===== src/rtl/load_store_unit_pkg.sv =====
// Shared constants and helpers for the RV32I load/store unit: state and funct3
// encodings plus the size/alignment/lane arithmetic used when a request is accepted.
package load_store_unit_pkg;

  localparam int REGWIDTH = 32;

  localparam logic [1:0] LSU_IDLE   = 2'd0;
  localparam logic [1:0] LSU_ACCESS = 2'd1;
  localparam logic [1:0] LSU_RESP   = 2'd2;

  localparam logic [2:0] LB  = 3'b000;
  localparam logic [2:0] LH  = 3'b001;
  localparam logic [2:0] LW  = 3'b010;
  localparam logic [2:0] LBU = 3'b100;
  localparam logic [2:0] LHU = 3'b101;

  typedef enum logic [1:0] {
    SIZE_BYTE = 2'd0,
    SIZE_HALF = 2'd1,
    SIZE_WORD = 2'd2
  } access_size_e;

  // Only funct3[1:0] carries the size; any code with bit 1 set is treated as a word.
  function automatic access_size_e decode_size(input logic [1:0] size_code);
    if (size_code[1])      return SIZE_WORD;
    else if (size_code[0]) return SIZE_HALF;
    else                   return SIZE_BYTE;
  endfunction

  function automatic logic is_misaligned(input access_size_e size, input logic [1:0] addr_lo);
    case (size)
      SIZE_HALF: return addr_lo[0];
      SIZE_WORD: return |addr_lo;
      default:   return 1'b0;
    endcase
  endfunction

  function automatic logic [3:0] byte_enables(input access_size_e size, input logic [1:0] addr_lo);
    case (size)
      SIZE_BYTE: return 4'b0001 << addr_lo;
      SIZE_HALF: return 4'b0011 << addr_lo;
      default:   return 4'b1111;
    endcase
  endfunction

  function automatic logic [31:0] replicate_wdata(input access_size_e size, input logic [31:0] data);
    case (size)
      SIZE_BYTE: return {4{data[7:0]}};
      SIZE_HALF: return {2{data[15:0]}};
      default:   return data;
    endcase
  endfunction

endpackage


===== src/rtl/load_store_unit_extend.sv =====
// Lane select plus sign/zero extension of a read word; kept separate so a
// future MMIO read path can reuse it.
module load_extend
  import load_store_unit_pkg::*;
(
  input  logic [2:0]  funct3,
  input  logic [1:0]  addr_lo,
  input  logic [31:0] word,
  output logic [31:0] data
);

  logic [7:0]  byte_sel;
  logic [15:0] half_sel;

  always_comb begin
    case (addr_lo)
      2'd0:    byte_sel = word[7:0];
      2'd1:    byte_sel = word[15:8];
      2'd2:    byte_sel = word[23:16];
      default: byte_sel = word[31:24];
    endcase
    half_sel = addr_lo[1] ? word[31:16] : word[15:0];

    case (funct3)
      LB:      data = {{24{byte_sel[7]}}, byte_sel};
      LH:      data = {{16{half_sel[15]}}, half_sel};
      LBU:     data = {24'h0, byte_sel};
      LHU:     data = {16'h0, half_sel};
      default: data = word;
    endcase
  end

endmodule


===== src/rtl/load_store_unit.sv =====
// Memory-access stage: one RV32I load or store per start pulse over a
// ready-handshaked data port, stalling the core until done.
module load_store_unit
  import load_store_unit_pkg::*;
#(
  parameter int TIMEOUT = 255
) (
  input  logic                clk,
  input  logic                rst,
  input  logic                start,
  input  logic                MemRead,
  input  logic                MemWrite,
  input  logic [2:0]          funct3,
  input  logic [REGWIDTH-1:0] ALUResult,
  input  logic [REGWIDTH-1:0] ReadData2,
  output logic                busy,
  output logic                done,
  output logic [REGWIDTH-1:0] LoadData,
  output logic                misalign,
  output logic                err,
  output logic                mem_req,
  output logic                mem_we,
  output logic [29:0]         mem_addr,
  output logic [3:0]          mem_wstrb,
  output logic [31:0]         mem_wdata,
  input  logic                mem_ready,
  input  logic [31:0]         mem_rdata
);

  localparam logic [7:0] TIMEOUT_CNT = 8'(TIMEOUT);

  logic [1:0]   state;
  logic [7:0]   wait_cnt;
  logic [2:0]   funct3_q;
  logic [1:0]   addr_lo_q;
  logic [31:0]  ext_data;
  access_size_e req_size;
  logic         req_valid;
  logic         req_store;
  logic         req_misaligned;

  always_comb begin
    req_size       = decode_size(funct3[1:0]);
    req_valid      = start & (MemRead | MemWrite);
    req_store      = MemWrite & ~MemRead;
    req_misaligned = is_misaligned(req_size, ALUResult[1:0]);
  end

  assign busy = start | (state != LSU_IDLE);

  load_extend u_extend (
    .funct3  (funct3_q),
    .addr_lo (addr_lo_q),
    .word    (mem_rdata),
    .data    (ext_data)
  );

  // The request fields are latched at acceptance so the core may move on while
  // the port holds address, strobes and data stable until the handshake.
  always_ff @(posedge clk) begin
    if (rst) begin
      state     <= LSU_IDLE;
      wait_cnt  <= 8'd0;
      funct3_q  <= 3'd0;
      addr_lo_q <= 2'd0;
      done      <= 1'b0;
      misalign  <= 1'b0;
      err       <= 1'b0;
      mem_req   <= 1'b0;
      mem_we    <= 1'b0;
      mem_addr  <= 30'd0;
      mem_wstrb <= 4'd0;
      mem_wdata <= 32'd0;
      LoadData  <= '0;
    end else begin
      done     <= 1'b0;
      misalign <= 1'b0;
      err      <= 1'b0;
      case (state)
        LSU_IDLE: begin
          if (req_valid) begin
            funct3_q  <= funct3;
            addr_lo_q <= ALUResult[1:0];
            mem_we    <= req_store;
            mem_addr  <= ALUResult[31:2];
            mem_wstrb <= req_store ? byte_enables(req_size, ALUResult[1:0]) : 4'd0;
            mem_wdata <= replicate_wdata(req_size, ReadData2[31:0]);
            wait_cnt  <= 8'd0;
            if (req_misaligned) begin
              state    <= LSU_RESP;
              done     <= 1'b1;
              misalign <= 1'b1;
            end else begin
              state   <= LSU_ACCESS;
              mem_req <= 1'b1;
            end
          end
        end
        LSU_ACCESS: begin
          if (mem_ready) begin
            state   <= LSU_RESP;
            mem_req <= 1'b0;
            done    <= 1'b1;
            if (!mem_we) LoadData <= ext_data;
          end else if (wait_cnt == TIMEOUT_CNT) begin
            state   <= LSU_RESP;
            mem_req <= 1'b0;
            done    <= 1'b1;
            err     <= 1'b1;
          end else begin
            wait_cnt <= wait_cnt + 8'd1;
          end
        end
        LSU_RESP: state <= LSU_IDLE;
        default:  state <= LSU_IDLE;
      endcase
    end
  end

endmodule


===== config.mk =====
export PLATFORM = sky130hd
export DESIGN_NAME = load_store_unit
export DESIGN_NICKNAME = d
export VERILOG_FILES = /design/src/rtl/load_store_unit_pkg.sv /design/src/rtl/load_store_unit_extend.sv /design/src/rtl/load_store_unit.sv
export SDC_FILE = /design/constraint.sdc
export NUM_CORES = 1
export LEC_CHECK = 0
export CAP_MARGIN = 30
export CORE_ASPECT_RATIO = 0.5
export CORE_MARGIN = 2
export CORE_UTILIZATION = 25
export DETAILED_ROUTE_END_ITERATION = 8
export PLACE_DENSITY_LB_ADDON = 0.08
export REMOVE_ABC_BUFFERS = 1
export SLEW_MARGIN = 20
export SYNTH_ARGS = -nofsm -noshare
export SYNTH_HDL_FRONTEND = slang
export SYNTH_SLANG_ARGS = --single-unit

===== constraint.sdc =====
create_clock -name clk -period 3.01 [get_ports clk]
set_clock_uncertainty 0.05 [all_clocks]
set_input_delay 0.602 -clock clk [delete_from_list [all_inputs] [get_ports clk]]
set_output_delay 0.602 -clock clk [all_outputs]
set_load 0.03 [all_outputs]

Word level (Yosys, flattened, before mapping)
Cells that the tools add are included.
- register bits: 118
- bits in latches: 0
- bits in writable memories: 0
- bits in read-only memories: 0
- input bits: 105
- output and inout port bits: 104
- word-level logic and storage cells: 80
- memories: 0
- $add $sub $neg: 1
- multipliers: 0
- divide/modulo/power cells: 0
- $lt $le $gt $ge: 0
- eq/ne operators: 14
- shift operators: 2
- multiplexer cells: 28
- bitwise gates (word level): 8
- reductions and logical operators: 14
- operator list (cell ; count):
    case mux 32 bit (4 select lines) ; 1
    case mux 32 bit (2 select lines) ; 1
    two-way mux 8 bit ; 3
    case mux 8 bit (3 select lines) ; 1
    two-way mux 16 bit ; 1
    case mux 8 bit (2 select lines) ; 1
    two-way mux 2 bit ; 5
    two-way mux 1 bit ; 9
    adder 8 x 1 -> 8 bit (second input constant) ; 1
    equality test 8 bit (second input constant) ; 1
    inequality test 2 bit (second input constant) ; 4
    case mux 4 bit (2 select lines) ; 1
    AND reduction 4 bit ; 2
    equality test 2 x 1 -> 1 bit (second input constant) ; 3
    equality test 3 bit (second input constant) ; 2
    zero test 2 bit ; 3
    case mux 1 bit (2 select lines) ; 3
    equality test 2 bit (second input constant) ; 2
    two-way mux 4 bit ; 1
    inverter 1 bit ; 4
    case mux 2 bit (2 select lines) ; 1
    AND reduction 2 bit ; 2
    nonzero test 2 bit ; 2
    OR reduction 2 bit ; 2
    other kinds (9) ; 11

Longest topological paths before layout
Gate-level depths: netlist of run 1.
- depth in word-level cells: 7
- mapped depth: 7
- mapped depth without buffers: 5

By module
From an unflattened synthesis of run 1, not the netlist that was laid out.
- cell total of the unflattened synthesis: 702
- area total of the unflattened synthesis: 5288.8 µm²
- modules (own cells, without submodules) (module ; times used ; cells an instance ; area each (µm²) ; seq. area each (µm²)):
    load_store_unit ; 1 ; 571 ; 4565.6 ; 2362.3
    load_extend ; 1 ; 131 ; 723.2 ; 0.0

Least setup slack after synthesis of run 1
No wires, ideal clock.
- path kind: input port to output port
- start: input port start
- end: output port busy
- arrival: 1050 ps
- data required time: 2358 ps
- setup slack: 1308 ps
- stages on the path: 1
- buffers on the path: 0
- cell sequence: or3_1
- longest elaborated chain between the ends: 1
- ends and longest elaborated chain (item ; line ; source):
    from (decl) ; load_store_unit.sv:10 ; input logic start,
    bitwise OR 1 bit ; load_store_unit.sv:49 ; assign busy = start | (state != LSU_IDLE);
    to (decl) ; load_store_unit.sv:16 ; output logic busy,
Every way passes these cells.

Worst setup path in the final report of run 1
Same ends and word-level chain as after synthesis.

==> results.json, run 1 <==
{
  "num_io_pins": 209,
  "synthArstFlopShare": 0,
  "rrSetupSlack_ns": 1.11,
  "synth_fa_ha_area_frac": 0.002422,
  "worstMarginPinSlew_ns": 0.6753,
  "cap_violations": 0,
  "die_area_sq_um": 21900,
  "endpoint_kind": "output pin",
  "synth_cell_types": 48,
  "drv_slew": 0,
  "hold-path-endpoint": "mem_addr[1]",
  "hold_viol": 0,
  "cts.sinks": 118,
  "ctsHoldBuffers": 0,
  "hold_path_depth": 2,
  "chipHeight_um": 105.7,
  "die-width_um": 207.3,
  "hpwlAfterDp_um": 12260,
  "htree_levels": 4,
  "synth_xor_area_frac": 0.003391,
  "fillers": 2083,
  "io_buffers": 208,
  "initial_core_util": 0.2530,
  "drt_iter0_drc": 212,
  "synth_top_cell_area_share": 0.4573,
  "mostFrequentLayoutCell": "clkdlybuf4s50_1",
  "cts_setup_buffers": 0,
  "p_leak_nw": 2.927,
  "cp_max_fo": 2,
  "vias": 5138,
  "reg2reg_depth": 4,
  "overflow": 0,
  "coreArea_sq_um": 20420,
  "path_clk_slew_ns": 0.06,
  "crit-reg2reg-launch": "funct3_q[0]",
  "critPathLaunchType": "input port",
  "synth_top_family_by_area": "compound AO/OA/AOI/OAI gates",
  "synth.cell_area_sq_um": 5166,
  "synth-simple-area-share": 0.2119,
  "cp.required_ns": 2.36,
  "cts_tree": "built",
  "yosysWarnings": 0,
  "ctsResizeCount": 0,
  "status": "completed",
  "setup_tns_ns": 0,
  "irDropWorstVdd_v": 0.0003922,
  "fin_nets": 940,
  "gr-usage-all-layers": 0.1625,
  "max_clock_freq_mhz": 385.6,
  "hold_path_class": "reg -> reg",
  "finalWirelength_um": 17590,
  "syn_inst": 641,
  "clock_latency_ns": 0.41,
  "yosysSeqAreaShare": 0.4573,
  "synth-seq-cells": 118,
  "max_slew_margin": 0.5489,
  "synth_edf_count": 0,
  "synthFlopType": "dfxtp_1",
  "area_delta_synth_final_pct": 58.03,
  "setup_viol": 0,
  "cts_buffer_depth": 2,
  "yosysTopAreaCell": "dfxtp_1",
  "cellPowerDensity_nw_per_um2": 607.2,
  "rsz0062_at_grt": "no",
  "synth_compound_area_frac": 0.2202,
  "place_congestion": 0.7545,
  "post-route-util": 0.3999,
  "rows": 37,
  "worstHoldStart": "mem_addr[1]",
  "synthTopCellsByArea": "dfxtp_1 (46%), nand2_1 (12%), a21oi_1 (7.8%)",
  "antenna_cells": 0,
  "post-route-drc-count": 0,
  "final_cell_mix": "clkdlybuf4s50_1 (207), nand2_1 (166), dfxtp_1 (118)",
  "min_period_ns": 2.594,
  "dr.pass1.iters": 4,
  "r2r-end": "LoadData[2]",
  "muxShareOfSynthArea": 0.05207,
  "postRouteAntennaNets": 0,
  "vias_per_cell": 4.588,
  "finalCritPeriodShare": 0.8617,
  "detail_route.wl_per_cell_um": 15.70,
  "drive_above_1_share": 0.09091,
  "cts_made_buffers": 17,
  "grt_pass1_vias": 5075,
  "antenna_found_initial": 0,
  "crit_arrival_ns": 1.94,
  "cts-root-buf": "clkbuf_16",
  "grt_pass1_wl_um": 28100,
  "syn_avg_cell_area_sq_um": 8.060,
  "grt_max_degree": 61,
  "critical_path_class": "in -> out"
}
layout make-up:
type | count | area, sq um | share of cell area
clock buffers | 20 | 466.7 | 0.05716
clock inverters | 12 | 222.7 | 0.02728
inverters | 7 | 26.28 | 0.003218
multi-input cells | 468 | 2535 | 0.3105
flip-flops and latches | 118 | 2362 | 0.2893
well taps | 273 | 341.6 | 0.04184
repair buffers | 222 | 2210 | 0.2707
state kept, by name, indices dropped and copies added, names as in the netlist:
signal and flops:
state 2, mem_req 1, mem_wstrb 4, err 1, mem_wdata 32, misalign 1
mem_we 1, wait_cnt 8, LoadData 32, done 1, funct3_q 3, addr_lo_q 2
mem_addr 30
per-layer routing:
metal,part of all wire,GRT usage,vias up,wire [um]
li1,-,-,2612,-
met1,0.49,0.2156,2414,8584
met2,0.45,0.2548,100,7889
met3,0.055,0.05125,12,969
met4,0.0080,0.04337,0,141
met5,0,0,-,0
worst max path at each step:
stage	startpoint	end	slack [ns]	depth (start not counted)
after global placement	mem_ready	LoadData[20]	0.41	5
after global routing	start	busy	0.38	3
final	start	busy	0.42	3
after floorplan	MemWrite	mem_wstrb[0]	0.14	4
after CTS	start	busy	0.42	3
after detailed placement	mem_ready	LoadData[23]	0.37	5
critical path, cell delays in order:
cell and delay (ns):
clkdlybuf4s50_1 0.42, or3_1 0.32, clkdlybuf4s50_1 0.60
power by group:
part	switching (mW)	internal (mW)	leakage [nW]
clock network	0.762	1.62	0.321
registers	0.0548	1.65	0.964
logic	0.483	0.387	1.64
total	1.30	3.66	2.93
kinds of logic (layout without fill, tap and decap cells):
| group | Yosys count | in the layout |
|---|---|---|
| xor gates and xnor gates | 2 | 2 |
| adders and majority gates | 1 | 1 |
| and+or+nand+nor | 254 | 254 |
| AOI/OAI and AO/OA | 185 | 185 |
| DFF | 118 | 118 |
| buffers and inverters | 55 | 261 |
| muxes | 26 | 26 |
Yosys cell counts, types with 5 or more instances:
cell / number
nand2_1: 167
dfxtp_1: 118
a21oi_1: 80
o21ai_0: 44
nor2_1: 41
clkbuf_1: 22
mux2i_1: 19
a211oi_1: 16
buf_2: 16
nor3_1: 9
a311oi_1: 8
nand3b_1: 8
o21ai_1: 8
a31oi_1: 7
mux2_2: 7
o221a_2: 7
inv_1: 6
buf_6: 5
o21a_1: 5
or3_1: 5
stage by stage:
step / instances / power [mW] / setup WS [ns] / hold WS [ns] / cell area (sq um)
after floorplan: 593 / 2.154 / 0.1430 / 0.3934 / 4920
final: 1120 / 4.957 / 0.4164 / 0.4019 / 8164
after global placement: 1088 / 2.616 / 0.4120 / 0.3916 / 7475
after global routing: 1120 / 5.180 / 0.3848 / 0.4152 / 8164
after detailed placement: 1088 / 2.619 / 0.3687 / 0.3953 / 7475
after CTS: 1120 / 5.049 / 0.4168 / 0.4043 / 8164
Power figures use the tool's default switching activity.
==> run 2: changes to the inputs <==
--- a/config.mk
+++ b/config.mk
@@ -10,6 +10,7 @@
 export CORE_MARGIN = 2
 export CORE_UTILIZATION = 25
 export DETAILED_ROUTE_END_ITERATION = 8
+export HOLD_SLACK_MARGIN = 0.15
 export PLACE_DENSITY_LB_ADDON = 0.08
 export REMOVE_ABC_BUFFERS = 1
 export SLEW_MARGIN = 20
==> constraint.sdc (replaced) <==
create_clock -name clk -period 2.4 [get_ports clk]
set_clock_uncertainty 0.05 [all_clocks]
set_input_delay 0.48 -clock clk [delete_from_list [all_inputs] [get_ports clk]]
set_output_delay 0.48 -clock clk [all_outputs]
set_load 0.03 [all_outputs]
==> run 2 against run 1 <==
Against the previous run: largest cell class unchanged; via count up 1.6%; clock-buffer cell count is the same; highest routed layer unchanged; sequential share of layout area is essentially flat; sequential power increased by 25%; global-route usage is 0.14 points lower; non-clock buffer count is 6 higher.
==> results.json, run 2 (synthesized netlist as in run 1, its figures left out) <==
{
  "drt_iter0_drc": 224,
  "critPathLaunchType": "input port",
  "chipHeight_um": 105.7,
  "crit_arrival_ns": 1.79,
  "status": "completed",
  "cellPowerDensity_nw_per_um2": 728.4,
  "cp_max_fo": 2,
  "ctsHoldBuffers": 0,
  "antenna_cells": 0,
  "mostFrequentLayoutCell": "clkdlybuf4s50_1",
  "overflow": 0,
  "die_area_sq_um": 21900,
  "grt_pass1_vias": 5044,
  "grt_pass1_wl_um": 27810,
  "endpoint_kind": "output pin",
  "cts.sinks": 118,
  "cts_made_buffers": 17,
  "finalWirelength_um": 17780,
  "final_cell_mix": "clkdlybuf4s50_1 (207), nand2_1 (166), dfxtp_1 (118)",
  "io_buffers": 208,
  "dpl.cell_count": 1094,
  "vias_per_cell": 4.636,
  "ctsResizeCount": 0,
  "setup_viol": 0,
  "die-width_um": 207.3,
  "rsz0062_at_grt": "no",
  "max_slew_margin": 0.5222,
  "cp.required_ns": 1.87,
  "initial_core_util": 0.2530,
  "multi_input_area_sq_um": 2535,
  "finalCritPeriodShare": 0.9661,
  "min_period_ns": 2.319,
  "total_power_mw": 5.946,
  "dr.pass1.iters": 4,
  "cap_violations": 0,
  "reg_top3": "LoadData (32), mem_wdata (32), mem_addr (30)",
  "cts_setup_buffers": 0,
  "cp_num_buf_inv": 2,
  "drv_slew": 0,
  "area_delta_synth_final_pct": 58.00,
  "detail_route.wl_per_cell_um": 15.79,
  "antenna_found_initial": 0,
  "max_clock_freq_mhz": 431.3,
  "path_clk_slew_ns": 0.06,
  "fin_nets": 946,
  "postRouteAntennaNets": 0,
  "clock_latency_ns": 0.41,
  "num_io_pins": 209,
  "p_leak_nw": 2.933,
  "stdcell_count": 1126,
  "cts_buffer_depth": 2,
  "coreArea_sq_um": 20420,
  "register_area_sq_um": 2362,
  "hold_path_depth": 2,
  "fillers": 2072,
  "hold_viol": 0,
  "cts-root-buf": "clkbuf_16",
  "cpLargestDelayFamily": "buffers and inverters",
  "htree_levels": 4,
  "drive_above_1_share": 0.09730,
  "post-route-drc-count": 0,
  "vias": 5220,
  "cp_slowest_cell": "clkdlybuf4s50_1",
  "worst-path-stages": 3,
  "reg2reg_depth": 4,
  "gr-usage-all-layers": 0.1611,
  "hpwlAfterDp_um": 12170,
  "crit_chain": "clkdlybuf4s50_1, or3_1, clkdlybuf4s50_1",
  "worstMarginPinSlew_ns": 0.7153,
  "rows": 37,
  "critical_path_class": "in -> out",
  "place_congestion": 0.7332,
  "critPathMaxStageDelay_ns": 0.60,
  "cts_tree": "built",
  "grt_max_degree": 51,
  "irDropWorstVdd_v": 0.0004724,
  "hold_path_class": "in -> reg",
  "cpMostUsedCell": "clkdlybuf4s50_1"
}
## run 2: report_power, final
part	internal, mW	switching, mW	total, mW
combinational	0.498	0.613	1.11
sequential	2.07	0.0669	2.14
clock	1.71	0.983	2.69
## run 2: final cells by class
type,count,share of cell area
inverter,7,0.003219
timing repair buffer,228,0.2793
sequential,118,0.2894
clock buffer,20,0.05717
multi-input combinational,468,0.3105
clock inverter,12,0.01855
tap,273,0.04185
## run 2: worst paths after layout
| path | start | slack (ns) | end |
|---|---|---|---|
| max reg2reg | addr_lo_q[0] | 0.55 | LoadData[4] |
| min reg2reg | mem_addr[11] | 0.40 | mem_addr[11] |
| max | start | 0.08 | busy |
| min | rst | 0.38 | wait_cnt[1] |
## run 2: metal layers
layer	up-vias	GRT usage	share of wire
met1	2463	0.2124	0.48
met5	-	0	0
met4	0	0.05051	0.010
met2	123	0.2502	0.45
met3	10	0.05155	0.058
li1	2624	-	-
## run 2: per-stage QoR
| step | util | hold slack (ns) | setup WS, ns | setup TNS [ns] | cell area (sq um) |
|---|---|---|---|---|---|
| global placement | 0.3696 | 0.3895 | 0.07593 | 0 | 7545 |
| CTS | 0.3998 | 0.3601 | 0.07715 | 0 | 8163 |
| finish | 0.3998 | 0.3823 | 0.08137 | 0 | 8163 |
| detailed placement | 0.3696 | 0.3965 | 0.08004 | 0 | 7545 |
| global route | 0.3998 | 0.3740 | 0.04574 | 0 | 8163 |
| floorplan | - | 0.3934 | -0.3450 | -11.74 | 4920 |
